===== config.mk =====
export PLATFORM = sky130hd
export DESIGN_NAME = booth_mult_seq
export DESIGN_NICKNAME = d
export VERILOG_FILES = /design/src/rtl/booth_mult_seq.sv
export SDC_FILE = /design/constraint.sdc
export NUM_CORES = 1
export LEC_CHECK = 0
export ABC_AREA = 1
export CAP_MARGIN = 20
export CORE_MARGIN = 4
export CORE_UTILIZATION = 55
export DETAILED_ROUTE_END_ITERATION = 8
export PLACE_DENSITY = 0.8
export SETUP_SLACK_MARGIN = 0.5
export SYNTH_ARGS = -nofsm -noshare
export SYNTH_HDL_FRONTEND = slang
export SYNTH_SLANG_ARGS = --single-unit

===== constraint.sdc =====
create_clock -name clk -period 2.3 [get_ports clk]
set_input_delay 0.46 -clock clk [delete_from_list [all_inputs] [get_ports clk]]
set_output_delay 0.46 -clock clk [all_outputs]
set_load 0.01 [all_outputs]

===== src/rtl/booth_mult_seq.sv =====
// booth_mult_seq: sequential radix-2 Booth multiplier with integrated control.
// One Booth step (add/subtract then arithmetic shift) per clock on an
// (N+1)-bit A/M/Q datapath, so signed and unsigned operands share one engine.
// The product is registered on the edge that enters DONE, and it is held there.
module booth_mult_seq #(
  parameter int N = 8
) (
  input  logic           clk,
  input  logic           reset,
  input  logic           start,
  input  logic           signed_mode,
  input  logic [N-1:0]   multiplicando,
  input  logic [N-1:0]   multiplicador,
  output logic           busy,
  output logic           done,
  output logic [2*N-1:0] result
);

  // One extra bit lets an unsigned operand be treated as a non-negative
  // signed value, so the same signed Booth recoding covers both modes.
  localparam int W  = N + 1;
  localparam int CW = $clog2(N + 2);

  // The counter holds the index of the step being executed (0 .. W-1).
  localparam logic [CW-1:0] LAST_STEP = CW'(W - 1);
  localparam logic [CW-1:0] CNT_ONE   = CW'(1);
  localparam logic [CW-1:0] CNT_ZERO  = CW'(0);

  typedef enum logic [1:0] {
    ST_IDLE = 2'd0,
    ST_CALC = 2'd1,
    ST_DONE = 2'd2
  } state_t;

  state_t          state_q;
  logic [W-1:0]    a_q;
  logic [W-1:0]    m_q;
  logic [W-1:0]    q_q;
  logic            qm1_q;
  logic [CW-1:0]   cnt_q;
  logic            busy_q;
  logic            done_q;
  logic [2*N-1:0]  result_q;

  logic            accept_s;
  logic [W-1:0]    m_load_s;
  logic [W-1:0]    q_load_s;
  logic [W-1:0]    a_sum_s;
  logic [W-1:0]    a_d;
  logic [W-1:0]    q_d;
  logic            qm1_d;
  logic [2*N-1:0]  result_d;

  // Widen an operand by one bit: replicate the MSB in signed mode,
  // insert a zero in unsigned mode.
  function automatic logic [W-1:0] extend_operand(input logic [N-1:0] value,
                                                  input logic         is_signed);
    extend_operand = {is_signed & value[N-1], value};
  endfunction

  // A request is only honoured when no product is being computed.
  always_comb begin
    accept_s = 1'b0;
    if (start && ((state_q == ST_IDLE) || (state_q == ST_DONE))) begin
      accept_s = 1'b1;
    end else begin
      accept_s = 1'b0;
    end
  end

  // Operand extension applied at the accepting edge.
  always_comb begin
    m_load_s = extend_operand(multiplicando, signed_mode);
    q_load_s = extend_operand(multiplicador, signed_mode);
  end

  // Booth step: recode {Q[0], q-1} into add/subtract/hold, then shift
  // {A,Q,q-1} right arithmetically by one; the carry-out of A is dropped.
  always_comb begin
    a_sum_s = a_q;
    case ({q_q[0], qm1_q})
      2'b01:   a_sum_s = a_q + m_q;
      2'b10:   a_sum_s = a_q - m_q;
      default: a_sum_s = a_q;
    endcase
    a_d   = {a_sum_s[W-1], a_sum_s[W-1:1]};
    q_d   = {a_sum_s[0], q_q[W-1:1]};
    qm1_d = q_q[0];
  end

  // The 2N-bit product is the low part of {A,Q} after the final step;
  // the top two bits of A are pure sign copies for any legal product.
  always_comb begin
    result_d = {a_d[N-2:0], q_d};
  end

  // Control FSM together with the datapath registers and registered outputs.
  always_ff @(posedge clk or negedge reset) begin
    if (!reset) begin
      state_q  <= ST_IDLE;
      a_q      <= {W{1'b0}};
      m_q      <= {W{1'b0}};
      q_q      <= {W{1'b0}};
      qm1_q    <= 1'b0;
      cnt_q    <= CNT_ZERO;
      busy_q   <= 1'b0;
      done_q   <= 1'b0;
      result_q <= {(2*N){1'b0}};
    end else begin
      case (state_q)
        ST_IDLE: begin
          done_q <= 1'b0;
          if (accept_s) begin
            a_q     <= {W{1'b0}};
            m_q     <= m_load_s;
            q_q     <= q_load_s;
            qm1_q   <= 1'b0;
            cnt_q   <= CNT_ZERO;
            busy_q  <= 1'b1;
            state_q <= ST_CALC;
          end else begin
            busy_q  <= 1'b0;
            state_q <= ST_IDLE;
          end
        end

        ST_CALC: begin
          a_q   <= a_d;
          q_q   <= q_d;
          qm1_q <= qm1_d;
          cnt_q <= cnt_q + CNT_ONE;
          if (cnt_q == LAST_STEP) begin
            result_q <= result_d;
            done_q   <= 1'b1;
            busy_q   <= 1'b0;
            state_q  <= ST_DONE;
          end else begin
            done_q   <= 1'b0;
            busy_q   <= 1'b1;
            state_q  <= ST_CALC;
          end
        end

        ST_DONE: begin
          // done lasts exactly one cycle; a waiting request starts at once.
          done_q <= 1'b0;
          if (accept_s) begin
            a_q     <= {W{1'b0}};
            m_q     <= m_load_s;
            q_q     <= q_load_s;
            qm1_q   <= 1'b0;
            cnt_q   <= CNT_ZERO;
            busy_q  <= 1'b1;
            state_q <= ST_CALC;
          end else begin
            busy_q  <= 1'b0;
            state_q <= ST_IDLE;
          end
        end

        default: begin
          state_q <= ST_IDLE;
          busy_q  <= 1'b0;
          done_q  <= 1'b0;
          cnt_q   <= CNT_ZERO;
        end
      endcase
    end
  end

  assign busy   = busy_q;
  assign done   = done_q;
  assign result = result_q;

endmodule


==> summary.txt <==
Die
  – Die ar.: 6315 um^2
  – Area of the core: 4848 um^2
  – Die height: 79.47 um
  – FP Rows: 25
  – Initial Util: 57.94%
  – Num ports: 38
  – Die Span X: 79.47 um

Global route
  – Largest net degree at the start of global routing: 51
  – Number of global-route vias before repair: 2456
  – Total track usage: 23.49%
  – First-pass GRT wire length: 11.54 mm
  – Initial antenna violation count: 0
  – Gr ovfl total: 0

Route
  – TritonRoute pass-1 iters: 4
  – Total Wirelength: 7.344 mm
  – Post-DRT Antenna Nets: 0
  – Detailed-route DRC error count: 0
  – Via count: 2620
  – Routed len/inst: 14.99 um
  – Vias per cell: 5.347
  – Starting DRT DRC Count: 219

STA
  – Worst setup margin: -21.17 ps
  – Max Slew Vio Count: 0
  – Final min period: 2321 ps
  – Crit share post-route: 100.9%
  – Fmax: 430.8 MHz
  – RSZ-0062 raised after global routing: yes
  – Final count of hold timing violations: 0
  – Measured slew at the worst slew-check pin: 613.9 ps
  – Worst slew margin: 59.07%
  – Setup TNS: -21.17 ps
  – Finish-stage setup viols: 1
  – Worst clock skew: 8.309 ps

Yosys
  – Avg Inst Size Synth: 7.738 um^2
  – Count leader, synth: nand2_1
  – Syn_nets: 396
  – Synth Area in Compound Gates: 11.63%
  – Mux contribution to synthesized area: 0%
  – Synth Register Bits: 50
  – Register area share after synthesis: 44.54%
  – Synth unique cells: 29
  – Xor/xnor share of the synthesized area: 2.806%
  – Ys async rst share: 100.0%
  – Yosys top cell area share: 44.54%
  – Top cells by count, synth: nand2_1, inv_1, dfrtp_1, o21ai_0, nand3_1
  – Number of synthesized flops with an enable pin: 0
  – Synth area leader: dfrtp_1
  – Adder-cell share of the synthesized area: 6.058%
  – Mapped Cells: 363
  – Simple logic cell fraction of the synthesized area: 24.50%
  – Synth Cell Area: 2809 um^2
  – Synth top area cells: dfrtp_1, nand2_1, inv_1
  – Yosys warnings: 0
  – Largest family of logic cells by synthesized area: simple AND/OR/NAND/NOR gates
  – Primary FF master, synth: dfrtp_1

Outcome
  – Failing checks: negative setup slack
  – Status: finished, violations left

Hold path
  – Worst Hold Class: in2async

Final layout
  – Area grow syn2layout: 36.70%
  – Antenna Cells: 0
  – Layout cells sized above 1: 29.31%
  – Final Cell Area: 3840 um^2
  – Layout net count: 455
  – Core Util, Final: 79.20%

Critical path
  – Capturing point of the worst reg2reg path: a_q[7]$_DFFE_PN0P_
  – Endpoint type of the worst setup path: flop
  – CP Data Required Time: 2550 ps
  – Worst R2R Setup Slack: -20 ps
  – CP Launch Point: m_q[0]$_DFFE_PN0P_
  – Worst EP arrival: 2570 ps
  – FF-to-FF path depth: 18
  – Worst R2R Start: m_q[0]$_DFFE_PN0P_
  – Startpoint types: flop
  – Critical-path maximum fanout: 4
  – WS Path Type: reg2reg

Clocking
  – CTS tree: built
  – CTS Hold Bufs: 0
  – Worst-path clk slew: 100 ps
  – CTS Buffer Depth: 2
  – Root buffer cell: clkbuf_8
  – CTS Sinks: 50
  – H-tree lvl count: 2
  – CTS buffer count: 5
  – Worst-Skew Late Latency: 320 ps

Placement
  – # port buffers: 37
  – Detail Placement HPWL: 4.361 mm
  – Pre-CTS WS: 77.57 ps
  – Routability cong.: 0.9340
  – Area after DPL: 3311 um^2

Flow run
  – Max cap viols: 0
## state kept, by name, indices dropped and copies added (netlist names)
signal   cells
a_q          8
cnt_q        4
done         1
m_q          9
q_q          9
qm1_q        1
result      16
state_q      2
## how the worst max path moves through the flow
| stage | endpoint | cells past startpoint |
|---|---|---|
| after floorplan | a_q[7]$_DFFE_PN0P_ | 18 |
| after global placement | a_q[7]$_DFFE_PN0P_ | 18 |
| after detailed placement | a_q[7]$_DFFE_PN0P_ | 18 |
| after CTS | a_q[7]$_DFFE_PN0P_ | 18 |
| after global routing | a_q[7]$_DFFE_PN0P_ | 18 |
| final | a_q[7]$_DFFE_PN0P_ | 18 |
## cell type report
cell class	instances	area, um^2
timing repair buffer	61	560.5
clock inverter	2	38.79
fill	304	1008
sequential	50	1255
clock buffer	6	82.58
tap	67	83.83
inverter	61	239.0
multi-input combinational	243	1580
## placed cells by master (no fill, tap or decap), types with 2 or more instances in the layout
master	instances
a21oi_2	2
buf_4	20
buf_6	4
clkbuf_8	6
clkdlybuf4s50_1	36
dfrtp_1	47
dfrtp_2	3
ha_1	5
ha_4	7
inv_1	45
inv_2	13
inv_4	2
inv_6	2
nand2_1	107
nand2_2	18
nand2_4	5
nand3_1	12
nand3_2	6
nand4_1	2
nor2_1	7
nor2_2	5
nor2_4	2
o211ai_1	7
o21ai_0	17
o21ai_1	2
o21ai_2	16
o22ai_1	4
xnor2_1	3
xnor2_2	2
xor2_1	3
## cell families after synthesis
logic type,Yosys count
xor gates and xnor gates,9
AOI/OAI and AO/OA,53
adders and majority gates,13
DFF,50
buffers and inverters,70
and+or+nand+nor,168
## metrics by stage
stage | hold slack (ps) | instances
2_1_floorplan | 164.4 | 363
3_3_place_gp | 458.4 | 461
3_5_place_dp | 461.9 | 461
4_1_cts | 267.4 | 482
5_1_grt | 284.2 | 490
6_report | 230.6 | 490
## metal layers
| layer | part of all wire (%) | wire, um | global-route usage, % |
|---|---|---|---|
| met5 | 0 | 0 | 0 |
| met2 | 51 | 3728 | 38.48 |
| met3 | 5.0 | 369 | 5.079 |
| met1 | 40 | 2966 | 30.58 |
| met4 | 3.8 | 280 | 8.419 |
## worst max-delay path, stage by stage (launching register included)
cell and delay (ps):
dfrtp_1 400, inv_2 140, nand3_4 130, buf_4 160, buf_6 110, nand2_4 60, xnor2_2 130, inv_2 70
ha_4 310, nand2_2 60, inv_2 60, nand2_1 50, nand2_2 100, nand2_1 90, nand2_1 100, inv_1 50
nand2_1 60, nand2_1 50, a21oi_1 110
## timing repair
item / 4_1_cts / 5_1_grt
buffers inserted: 13 / 8
pin swaps: 22 / 21
resized for setup: 37 / 42
endpoints found under the setup margin: 16 / 16
hold endpoints to repair: 0 / 0
Power is left out: the tool's default activity adds up to more than one toggle a clock period on the data nets, which glitch-free logic cannot reach.
